### src/rtl/vram_pkg.sv
`default_nettype none
// ============================================================================
// Module      : vram_pkg
// Description : Shared types and constants for the video RAM arbiter and its
//               single-port 300x32 RAM. Holds the arbiter state encoding,
//               the RAM geometry and the byte-address to word-index helper.
// Revision    : 1.0 - initial release
// ============================================================================
package vram_pkg;

  localparam int VRAM_DEPTH  = 300;
  localparam int VRAM_ADDR_W = 9;
  localparam int VRAM_DATA_W = 32;

  typedef enum logic [2:0] {
    IDLE = 3'd0,
    VRD  = 3'd1,
    CRD  = 3'd2,
    CWR  = 3'd3,
    ACK  = 3'd4
  } state_e;

  // CPU byte address -> RAM word index (drops the byte lane bits).
  function automatic logic [VRAM_ADDR_W-1:0] word_idx(input logic [31:0] byte_addr);
    return byte_addr[VRAM_ADDR_W+1:2];
  endfunction

endpackage
`default_nettype wire

### src/rtl/vram_arbiter.sv
`default_nettype none
// ============================================================================
// Module      : vram_arbiter
// Description : Shares one single-port video RAM between the VGA scan engine
//               (priority) and a CPU req/ack port. A word is fetched each time
//               the scan word address changes and held on vga_data; the CPU
//               gets the RAM in between with byte-enabled writes.
// Ports       : clk, rst_n           - clock, async active-low reset
//               vga_addr / vga_data  - scan word address in, held word out
//               cpu_req/we/be/addr/wdata, cpu_rdata/cpu_ack - CPU handshake
//               ram_en/we/addr/wdata, ram_rdata - RAM port (registered read)
// Revision    : 1.0 - initial release
// ============================================================================
module vram_arbiter
  import vram_pkg::*;
#(
  parameter int DATA_W = VRAM_DATA_W,
  parameter int ADDR_W = VRAM_ADDR_W,
  parameter int DEPTH  = VRAM_DEPTH
) (
  input  logic                clk,
  input  logic                rst_n,
  input  logic [31:0]         vga_addr,
  output logic [DATA_W-1:0]   vga_data,
  input  logic                cpu_req,
  input  logic                cpu_we,
  input  logic [3:0]          cpu_be,
  input  logic [31:0]         cpu_addr,
  input  logic [DATA_W-1:0]   cpu_wdata,
  output logic [DATA_W-1:0]   cpu_rdata,
  output logic                cpu_ack,
  output logic                ram_en,
  output logic [3:0]          ram_we,
  output logic [ADDR_W-1:0]   ram_addr,
  output logic [DATA_W-1:0]   ram_wdata,
  input  logic [DATA_W-1:0]   ram_rdata
);

  state_e              state_q, state_d;
  logic [ADDR_W-1:0]   tag_q, tag_d;
  logic                tag_valid_q, tag_valid_d;
  logic                vga_cap_q, vga_cap_d;   // ram_rdata holds the VGA word this cycle
  logic                op_rd_q, op_rd_d;       // current CPU op is a read
  logic                op_oor_q, op_oor_d;     // current CPU op is out of range
  logic [DATA_W-1:0]   vga_data_q, vga_data_d;
  logic [DATA_W-1:0]   cpu_rdata_q, cpu_rdata_d;
  logic                cpu_ack_q, cpu_ack_d;
  logic                ram_en_q, ram_en_d;
  logic [3:0]          ram_we_q, ram_we_d;
  logic [ADDR_W-1:0]   ram_addr_q, ram_addr_d;
  logic [DATA_W-1:0]   ram_wdata_q, ram_wdata_d;

  logic                vga_in_range;
  logic                vga_pend;
  logic [ADDR_W-1:0]   vga_idx;
  logic [ADDR_W-1:0]   cpu_widx;
  logic                cpu_in_range;
  logic                unused_cpu_addr_bits;

  assign vga_in_range = (vga_addr < 32'(DEPTH));
  assign vga_idx      = vga_addr[ADDR_W-1:0];
  assign vga_pend     = vga_in_range && (!tag_valid_q || (vga_idx != tag_q));

  assign cpu_widx     = word_idx(cpu_addr);
  assign cpu_in_range = (32'(cpu_widx) < 32'(DEPTH));

  // Byte-lane and high address bits carry no meaning for the word RAM.
  assign unused_cpu_addr_bits = ^{cpu_addr[1:0], cpu_addr[31:ADDR_W+2]};

  always_comb begin
    state_d     = state_q;
    tag_d       = tag_q;
    tag_valid_d = tag_valid_q;
    vga_cap_d   = 1'b0;
    op_rd_d     = op_rd_q;
    op_oor_d    = op_oor_q;
    vga_data_d  = vga_cap_q ? ram_rdata : vga_data_q;
    cpu_rdata_d = cpu_rdata_q;
    cpu_ack_d   = 1'b0;
    ram_en_d    = 1'b0;
    ram_we_d    = 4'b0000;
    ram_addr_d  = ram_addr_q;
    ram_wdata_d = ram_wdata_q;

    unique case (state_q)
      IDLE: begin
        if (vga_pend) begin
          state_d    = VRD;
          ram_en_d   = 1'b1;
          ram_addr_d = vga_idx;
        end else if (cpu_req && !cpu_ack_q) begin
          // cpu_ack_q high means this is the ack cycle: the requester is
          // still holding cpu_req for the transaction that just finished.
          op_rd_d    = !cpu_we;
          op_oor_d   = !cpu_in_range;
          ram_en_d   = cpu_in_range;
          ram_addr_d = cpu_widx;
          if (cpu_we) begin
            state_d     = CWR;
            ram_we_d    = cpu_in_range ? cpu_be : 4'b0000;
            ram_wdata_d = cpu_wdata;
            // Writing the displayed word forces a refetch.
            if (cpu_in_range && (cpu_widx == tag_q)) begin
              tag_valid_d = 1'b0;
            end
          end else begin
            state_d = CRD;
          end
        end
      end
      VRD: begin
        // RAM is reading this cycle; the word lands in vga_data one edge later.
        tag_d       = ram_addr_q;
        tag_valid_d = 1'b1;
        vga_cap_d   = 1'b1;
        state_d     = IDLE;
      end
      CRD, CWR: begin
        state_d = ACK;
      end
      ACK: begin
        cpu_ack_d = 1'b1;
        if (op_rd_q) begin
          cpu_rdata_d = op_oor_q ? '0 : ram_rdata;
        end
        state_d = IDLE;
      end
      default: begin
        state_d = IDLE;
      end
    endcase

    // Blanking overrides any fetch in flight.
    if (!vga_in_range) begin
      tag_valid_d = 1'b0;
      vga_data_d  = '0;
    end
  end

  always_ff @(posedge clk or negedge rst_n) begin
    if (!rst_n) begin
      state_q     <= IDLE;
      tag_q       <= '0;
      tag_valid_q <= 1'b0;
      vga_cap_q   <= 1'b0;
      op_rd_q     <= 1'b0;
      op_oor_q    <= 1'b0;
      vga_data_q  <= '0;
      cpu_rdata_q <= '0;
      cpu_ack_q   <= 1'b0;
      ram_en_q    <= 1'b0;
      ram_we_q    <= 4'b0000;
      ram_addr_q  <= '0;
      ram_wdata_q <= '0;
    end else begin
      state_q     <= state_d;
      tag_q       <= tag_d;
      tag_valid_q <= tag_valid_d;
      vga_cap_q   <= vga_cap_d;
      op_rd_q     <= op_rd_d;
      op_oor_q    <= op_oor_d;
      vga_data_q  <= vga_data_d;
      cpu_rdata_q <= cpu_rdata_d;
      cpu_ack_q   <= cpu_ack_d;
      ram_en_q    <= ram_en_d;
      ram_we_q    <= ram_we_d;
      ram_addr_q  <= ram_addr_d;
      ram_wdata_q <= ram_wdata_d;
    end
  end

  assign vga_data  = vga_data_q;
  assign cpu_rdata = cpu_rdata_q;
  assign cpu_ack   = cpu_ack_q;
  assign ram_en    = ram_en_q;
  assign ram_we    = ram_we_q;
  assign ram_addr  = ram_addr_q;
  assign ram_wdata = ram_wdata_q;

endmodule
`default_nettype wire

### config.mk
export PLATFORM = sky130hd
export DESIGN_NAME = vram_arbiter
export DESIGN_NICKNAME = d
export VERILOG_FILES = /design/src/rtl/vram_pkg.sv /design/src/rtl/vram_arbiter.sv
export SDC_FILE = /design/constraint.sdc
export NUM_CORES = 1
export LEC_CHECK = 0
export ABC_CLOCK_PERIOD_IN_PS = 3500
export BUFFER_PORTS_ARGS = -buffer_cell sky130_fd_sc_hd__buf_2
export CORE_ASPECT_RATIO = 1.2
export CORE_MARGIN = 1
export CORE_UTILIZATION = 51
export CTS_CLUSTER_SIZE = 30
export DETAILED_ROUTE_END_ITERATION = 6
export GPL_TIMING_DRIVEN = 0
export PLACE_DENSITY = 0.85
export SKIP_CTS_REPAIR_TIMING = 1
export SYNTH_ARGS = -nofsm -noshare
export SYNTH_HDL_FRONTEND = slang
export SYNTH_SLANG_ARGS = --single-unit
### constraint.sdc
create_clock -name clk -period 3.5 [get_ports clk]
set_clock_uncertainty 0.15 [all_clocks]
set_input_delay 0.7 -clock clk [delete_from_list [all_inputs] [get_ports clk]]
set_output_delay 0.7 -clock clk [all_outputs]
set_load 0.02 [all_outputs]
==> flow_summary.ini, run 1 <==
[layout]
diodes = 0
final_nets = 838
area_growth_pct = 33.9
layout-drive-gt1-share_pct = 42.9

[power]
peakVddDrop_uv = 412
comb_power_share_pct = 38.9
power.switching_w = 0.00239
sw_frac_of_total_pct = 36.5
leakagePower_nw = 3.69
p_total_w = 0.00655
power_density_mw_per_mm2 = 879
clockPowerShare_pct = 25.6
p_int_w = 0.00416
seq_power_share_pct = 35.5

[sta]
setup_viol_count_final = 0
layout_min_cycle_time_ns = 2.38
whs_ns = 0.321
min_period_over_period_pct = 67.9
fmax_mhz = 421
tightest_slew_ns = 0.761
rsz0062_at_grt = false
slew_headroom_pct = 49.3
fin_ws_ns = 1.12
drv_slew = 0
hold_viol = 0
fin_setup_tns_ns = 0

[clock_network]
cts_inserted_buffers = 17
htreeDepth = 4
insertion_delay_ns = 0.41
cts.clk_slew.worst_paths_ns = 0.06
cts-root-buf = clkbuf_16
clock_path_buffers = 2
cts.sinks = 127
cts_tree = yes

[synthesis]
ys_seq_area_share_pct = 57.1
ys.warnings.count = 0
yosysMostFrequentCell = dfrtp_1
synth_nets = 594
synth_largest_area_cell = dfrtp_1
synth-seq-cells = 127
syn_inst = 458
ys_types = 39
synth_area_mm2 = 0.00556
synth_edf_count = 0
yosys-top-cells-count = dfrtp_1, o21ai_0, nand2b_1, nand2_1, nor2_1
ys_top_cells_by_area = dfrtp_1, mux2_4, mux2i_1
ys.flop_type = dfrtp_1
synth_top_area_share_pct = 57.1
postSynth.asyncResetShare_pct = 100
avgSynthCellArea_um2 = 12.1

[die]
num_rows = 41
chipWidth_um = 97.4
die-area_mm2 = 0.0113
fp.dieH_um = 116
coreArea_mm2 = 0.0106
ios = 247
initial_utilization_pct = 52.7

[worst_hold_path]
hp-class = reg -> reg

[global_routing]
grt_pass1_vias = 4579
grt_pass1_wl_mm = 22.5
antenna_found_initial = 0
grt_max_degree = 103
grt_usage_pct = 26.0
overflow = 0

[critical_path]
crit_family = simple AND/OR/NAND/NOR gates
critical-path-slowest-cell = dfrtp_1
critPathRequiredTime_ns = 3.64
path_max_fanout = 10
crit_chain = xor2_1 > nor4_4 > nand4_4 > a21oi_4 > buf_12 > mux2_4
critPathKind = reg -> reg
start_kind = flip-flop
end_kind = flip-flop
cp.buffers_inverters = 1
arrival_ns = 2.51
slowest_delay_ns = 0.41

[detailed_routing]
routed.top_layer = met4
drc_errors = 0
drt-total-wl_mm = 14.4
route.met2.wl_mm = 7.63
met3_length_um = 861
wire_per_inst_um = 17.1
drt-initial-drc-count = 163
vias = 4547
dr.pass1.iters = 4
wl_met1_mm = 5.63
antenna_left = 0
viasPerCell = 5.39

[placed_design]
hpwl_mm = 10.8
gp_congestion = 0.828
dp_slack_ns = 0.706
port_buffers = 223

[run_status]
outcome = finished, final reports clean

[run]
max_cap_viol_count = 0
[layout make-up]
cell class	instances	area (um2)
Timing Repair Buffer	225	1160
Sequential cell	127	3180
Clock inverter	11	118
Clock buffer	20	447
Inverter	2	7.51
Fill cell	756	3120
Multi-Input combinational cell	304	2230
Tap cell	129	161
Buffer	25	145
[worst reg2reg max path, delay by kind of cell (launching register included)]
kind,cells,cell delay (ns)
and+or+nand+nor,2,0.57
DFF,1,0.41
AOI/OAI and AO/OA,1,0.41
muxes,1,0.31
xor gates and xnor gates,1,0.21
buffers and inverters,1,0.21
[cell usage in the layout (no fill, tap or decap), types with 2 or more instances in the layout]
cell type,instances
and4_1,3
clkbuf_16,17
o21ai_0,44
clkinv_2,5
nor3_1,3
dfrtp_1,127
buf_2,224
clkinv_4,2
or4_1,2
clkbuf_1,21
a21oi_1,2
buf_12,3
clkinvlp_4,2
nand4_1,2
nor3b_1,2
bufinv_16,2
nor2_1,34
xnor2_1,2
nand2b_1,41
nand3_1,11
and2_1,4
a2bb2oi_1,9
mux2_4,29
inv_1,2
xor2_1,16
mux2i_1,32
nand2_1,35
mux2_2,13
nor4_1,5
nor2b_1,2
[sequential cells by signal, indices dropped and copies added, names as in the netlist]
register	cells
cpu_rdata	32
ram_wdata	32
vga_data	32
ram_addr	9
tag_q	9
ram_we	4
state_q	3
cpu_ack	1
op_oor_q	1
op_rd_q	1
ram_en	1
tag_valid_q	1
vga_cap_q	1
[per-stage QoR]
step | instances | instance area, um2 | utilization, %
after floorplan | 458 | 5560 | -
after global placement | 810 | 6840 | 64.7
after detailed placement | 811 | 6880 | 65.1
after CTS | 842 | 7440 | 70.4
after global routing | 843 | 7450 | 70.5
final | 843 | 7450 | 70.5
[routing by layer]
metal | GRT usage [%] | vias up
met5 | 0 | -
met4 | 10.2 | 0
met3 | 7.00 | 21
met2 | 47.0 | 233
met1 | 29.7 | 2226
li1 | - | 2067
[cells by family (layout without fill, tap and decap cells)]
logic type / Yosys count / in the layout / share of synthesized area [%]
AO/OA/AOI/OAI: 60 / 60 / 6.43
XOR/XNOR: 18 / 18 / 2.83
buffers and inverters: 27 / 283 / 2.74
flip-flops: 127 / 127 / 57.1
multiplexers: 74 / 74 / 16.2
AND/OR/NAND/NOR: 152 / 152 / 14.7
[final timing paths]
check                           startpoint            end  slack [ns]  depth (start not counted)
worst max-delay path              tag_q[0]  ram_wdata[17]        1.12                          6
worst min-delay path            state_q[0]        cpu_ack        0.32                          1
worst max register to register    tag_q[0]  ram_wdata[17]        1.12                          6
worst min register to register  state_q[0]        cpu_ack        0.32                          1
max in group asynchronous            rst_n    ram_addr[0]        1.86                          3
min in group asynchronous            rst_n   vga_data[21]        0.57                          2
[power groups by stage]
stage | Sequential, W | Combinational (W) | Clock (W)
after floorplan | 0.00285 | 0.00118 | 0
final | 0.00233 | 0.00255 | 0.00168
after detailed placement | 0.00234 | 0.00256 | 0
after global placement | 0.00230 | 0.00248 | 0
after global routing | 0.00239 | 0.00274 | 0.00178
after CTS | 0.00233 | 0.00257 | 0.00171
No activity file was read; power rests on OpenSTA's default activity.
==> run 2, diff against run 1 <==
--- a/config.mk
+++ b/config.mk
@@ -5,15 +5,15 @@
 export SDC_FILE = /design/constraint.sdc
 export NUM_CORES = 1
 export LEC_CHECK = 0
-export ABC_CLOCK_PERIOD_IN_PS = 3500
+export ABC_CLOCK_PERIOD_IN_PS = 2200
 export BUFFER_PORTS_ARGS = -buffer_cell sky130_fd_sc_hd__buf_2
 export CORE_ASPECT_RATIO = 1.2
 export CORE_MARGIN = 1
-export CORE_UTILIZATION = 51
+export CORE_UTILIZATION = 47
 export CTS_CLUSTER_SIZE = 30
 export DETAILED_ROUTE_END_ITERATION = 6
 export GPL_TIMING_DRIVEN = 0
-export PLACE_DENSITY = 0.85
+export PLACE_DENSITY = 0.8
 export SKIP_CTS_REPAIR_TIMING = 1
 export SYNTH_ARGS = -nofsm -noshare
 export SYNTH_HDL_FRONTEND = slang
==> constraint.sdc (replaced) <==
create_clock -name clk -period 2.2 [get_ports clk]
set_clock_uncertainty 0.15 [all_clocks]
set_input_delay 0.44 -clock clk [delete_from_list [all_inputs] [get_ports clk]]
set_output_delay 0.44 -clock clk [all_outputs]
set_load 0.02 [all_outputs]
==> flow_summary.ini, run 2 (same netlist as run 1, synthesis figures left out) <==
[run_status]
outcome = finished, violations left
violations = setup timing

[sta]
whs_ns = 0.0923
tightest_slew_ns = 0.762
min_period_over_period_pct = 100
rsz0062_at_grt = true
setup_viol_count_final = 5
hold_viol = 0
layout_min_cycle_time_ns = 2.20
drv_slew = 0
fmax_mhz = 454
slew_headroom_pct = 49.2
fin_ws_ns = -0.00437
fin_setup_tns_ns = -0.0162

[run]
max_cap_viol_count = 0

[global_routing]
grt_pass1_wl_mm = 21.8
grt_max_degree = 102
grt_usage_pct = 23.4
grt_pass1_vias = 4543
overflow = 0
antenna_found_initial = 1

[layout]
layout_commonest_cell = buf_2
final_cell_mix = buf_2, dfrtp_1, o21ai_0
layout-drive-gt1-share_pct = 43.7
multi_input_area_mm2 = 0.00225
fin_cells = 875
fillCellCount = 883
final_nets = 840
area_growth_pct = 37.7
regArea_mm2 = 0.00318

[power]
leakagePower_nw = 3.76
power.switching_w = 0.00386
sw_frac_of_total_pct = 34.8
comb_power_share_pct = 37.0
p_int_w = 0.00722
clockPowerShare_pct = 29.5
peakVddDrop_uv = 695
seq_power_share_pct = 33.5
power_density_mw_per_mm2 = 1450

[detailed_routing]
wire_per_inst_um = 16.0
drt-total-wl_mm = 14.0
drc_errors = 0
antenna_left = 0
vias = 4442
drt-initial-drc-count = 130
viasPerCell = 5.08
dr.pass1.iters = 4

[die]
fp.dieH_um = 121
chipWidth_um = 101
initial_utilization_pct = 48.1
ios = 247
coreArea_mm2 = 0.0116
die-area_mm2 = 0.0123
num_rows = 43

[clock_network]
cts_inserted_buffers = 17
cts.clk_slew.worst_paths_ns = 0.06
htreeDepth = 4
cts_tree = yes
cts.sinks = 127
cts-root-buf = clkbuf_16
clock_path_buffers = 2
insertion_delay_ns = 0.41

[critical_path]
crit_path_frequent_cell = buf_12
path_max_fanout = 10
arrival_ns = 2.35
critPathKind = reg -> reg
cp.buffers_inverters = 2
start_kind = flip-flop
crit_chain = xor2_1 > nor4_4 > nand4_4 > a21oi_4 > buf_12 > buf_12 > mux2_4
critical-path-slowest-cell = dfrtp_1
critPathRequiredTime_ns = 2.34
end_kind = flip-flop
slowest_delay_ns = 0.42
crit_family = simple AND/OR/NAND/NOR gates

[worst_hold_path]
hp-class = in -> reg

[placed_design]
port_buffers = 223
gp_congestion = 0.911
dpl.cell_count = 839
hpwl_mm = 10.5
run 2: changes by cell type in the layout (fill, tap and decap cells not counted), sizes merged:
| cell | delta |
|---|---|
| buf | +3 |
| bufinv | +5 |
| clkbuf | -2 |
| clkinv | -4 |
| diode | +1 |
| inv | +1 |
run 2: metal layers:
metal  global-route usage, %  share of wire, %  up-vias
li1                        -                 -     2072
met5                       0                 0        -
met1                    26.3                40     2191
met3                    6.05               4.6       21
met4                    8.70               1.9        0
met2                    42.1                53      158
run 2: worst paths after layout:
path                                     from            end  slack [ns]  cells past startpoint
worst min register to register  cpu_rdata[20]  cpu_rdata[20]        0.33                      2
worst min-delay path                cpu_be[0]      ram_we[0]        0.09                      2
min in group asynchronous               rst_n    ram_addr[1]        0.31                      2
worst max register to register       tag_q[2]   ram_wdata[2]      -0.004                      7
worst max-delay path                 tag_q[2]   ram_wdata[2]      -0.004                      7
max in group asynchronous               rst_n      ram_we[1]        0.83                      3
run 2: cell type report:
class | instances | area share [%]
diodes | 1 | 0.0327
repair buffers | 228 | 15.6
multi-input cells | 304 | 29.3
clock inverters | 13 | 3.40
clock buffers | 19 | 5.65
well taps | 157 | 2.56
inverters | 2 | 0.0980
plain buffers | 24 | 1.85
flip-flops and latches | 127 | 41.5
run 2: stage by stage:
step	utilization, %	setup slack, ns	area (um2)	total power [W]
after detailed placement	59.7	-0.308	6910	0.00779
after global placement	59.4	-0.980	6880	0.00762
after floorplan	-	0.00971	5560	0.00640
after global routing	66.2	-0.0613	7660	0.0117
final	66.2	-0.00437	7660	0.0111
after CTS	65.7	-0.186	7600	0.0111
run 2: power by group through the flow:
stage                     clock network, W  registers, W  logic (W)
after global placement                   0       0.00366    0.00396
after floorplan                          0       0.00453    0.00187
after global routing               0.00340       0.00382    0.00445
final                              0.00327       0.00371    0.00410
after CTS                          0.00332       0.00371    0.00409
after detailed placement                 0       0.00373    0.00406
==> run 3, diff against run 2 <==
--- a/config.mk
+++ b/config.mk
@@ -7,7 +7,6 @@
 export LEC_CHECK = 0
 export ABC_CLOCK_PERIOD_IN_PS = 2200
 export BUFFER_PORTS_ARGS = -buffer_cell sky130_fd_sc_hd__buf_2
-export CORE_ASPECT_RATIO = 1.2
 export CORE_MARGIN = 1
 export CORE_UTILIZATION = 47
 export CTS_CLUSTER_SIZE = 30
==> flow_summary.ini, run 3 (same netlist as run 1, synthesis figures left out) <==
[detailed_routing]
vias = 4436
antenna_left = 0
drc_errors = 0
drt-total-wl_mm = 13.9
drt-initial-drc-count = 308
dr.pass1.iters = 4
wire_per_inst_um = 16.2
viasPerCell = 5.15

[sta]
min_period_over_period_pct = 101
tightest_slew_ns = 0.767
fin_ws_ns = -0.0302
drv_slew = 0
setup_viol_count_final = 29
rsz0062_at_grt = true
slew_headroom_pct = 48.9
fin_setup_tns_ns = -0.363
layout_min_cycle_time_ns = 2.23
fmax_mhz = 448
hold_viol = 0

[layout]
fin_area_mm2 = 0.00752
layout-drive-gt1-share_pct = 43.5
final_nets = 844
diodes = 0
area_growth_pct = 35.1
layout_commonest_cell = buf_2
final_cell_mix = buf_2, dfrtp_1, o21ai_0

[clock_network]
cts.clk_slew.worst_paths_ns = 0.05
cts_tree = yes
htreeDepth = 4
insertion_delay_ns = 0.41
cts.sinks = 127
clock_path_buffers = 2
cts_inserted_buffers = 17
cts-root-buf = clkbuf_16

[worst_hold_path]
hp-class = in -> reg

[global_routing]
grt_pass1_vias = 4503
grt_pass1_wl_mm = 22.4
grt_usage_pct = 23.4
antenna_found_initial = 0
grt_max_degree = 81
overflow = 0

[die]
ios = 247
die-area_mm2 = 0.0123
initial_utilization_pct = 48.5
fp.dieH_um = 111
num_rows = 39
coreArea_mm2 = 0.0115
chipWidth_um = 111

[power]
power.switching_w = 0.00377
peakVddDrop_uv = 930
p_int_w = 0.00661
leakagePower_nw = 3.72
sw_frac_of_total_pct = 36.3
seq_power_share_pct = 35.6
power_density_mw_per_mm2 = 1380
clockPowerShare_pct = 24.6
comb_power_share_pct = 39.8

[placed_design]
hpwl_mm = 10.2
port_buffers = 223
gp_congestion = 0.873
placed_cell_area_mm2 = 0.00689

[critical_path]
critical-path-slowest-cell = dfrtp_1
r2r_slack_ns = -0.03
start_kind = flip-flop
crit_path_frequent_cell = buf_12
slowest_delay_ns = 0.41
end_kind = flip-flop
critPathKind = reg -> reg
critPathRequiredTime_ns = 2.33
path_max_fanout = 10
crit_chain = xor2_1 > nor4_4 > nand4_4 > a21oi_4 > buf_12 > buf_12 > mux2_4
arrival_ns = 2.36

[run]
max_cap_viol_count = 0

[run_status]
outcome = finished, violations left
violations = setup timing
[run 3: critical path, delay by kind of cell (launching register included)]
kind	cells	cell delay, ns
compound gates	1	0.19
simple gates	2	0.56
mux	1	0.31
flops	1	0.41
xor+xnor	1	0.18
buf+inv	2	0.30
[run 3: final timing paths]
| kind | start | to | cells past startpoint |
|---|---|---|---|
| min in group asynchronous | rst_n | cpu_rdata[3] | 2 |
| max in group asynchronous | rst_n | vga_data[29] | 3 |
| setup reg to reg | tag_q[2] | ram_wdata[5] | 7 |
| setup / recovery | tag_q[2] | ram_wdata[5] | 7 |
| hold reg to reg | cpu_rdata[7] | cpu_rdata[7] | 2 |
| hold / removal | cpu_be[2] | ram_we[2] | 2 |
[run 3: cell type report]
| cell class | count | area, um2 |
|---|---|---|
| buffer | 24 | 144 |
| clock buffer | 23 | 478 |
| clock inverter | 7 | 62.6 |
| fill | 895 | 3950 |
| inverter | 2 | 7.51 |
| multi-input combinational | 304 | 2240 |
| sequential | 127 | 3180 |
| tap | 143 | 179 |
| timing repair buffer | 232 | 1220 |
[run 3: power groups by stage]
stage | registers [W] | clock network [W] | logic (W)
floorplan | 0.00453 | 0 | 0.00187
global placement | 0.00367 | 0 | 0.00395
detailed placement | 0.00372 | 0 | 0.00407
CTS | 0.00370 | 0.00262 | 0.00408
global route | 0.00381 | 0.00272 | 0.00444
finish | 0.00370 | 0.00255 | 0.00413
[run 3: through the flow]
stage	std cells	util (%)	power (W)	hold slack, ns	setup slack (ns)
finish	862	65.5	0.0104	0.0961	-0.0302
global route	862	65.5	0.0110	0.0776	-0.145
CTS	855	64.8	0.0104	-0.193	-0.188
detailed placement	825	60.1	0.00779	0.246	-0.333
global placement	824	59.8	0.00762	0.307	-0.968
floorplan	458	-	0.00640	-0.00559	0.00971
[run 3: metal layers]
layer  track usage (%)  wire length (um)  up-vias
met5                 0                 0        -
met1              28.7              5840     2180
met3              5.47               629       17
li1                  -                 -     2077
met4              9.24               230        0
met2              39.9              7230      162
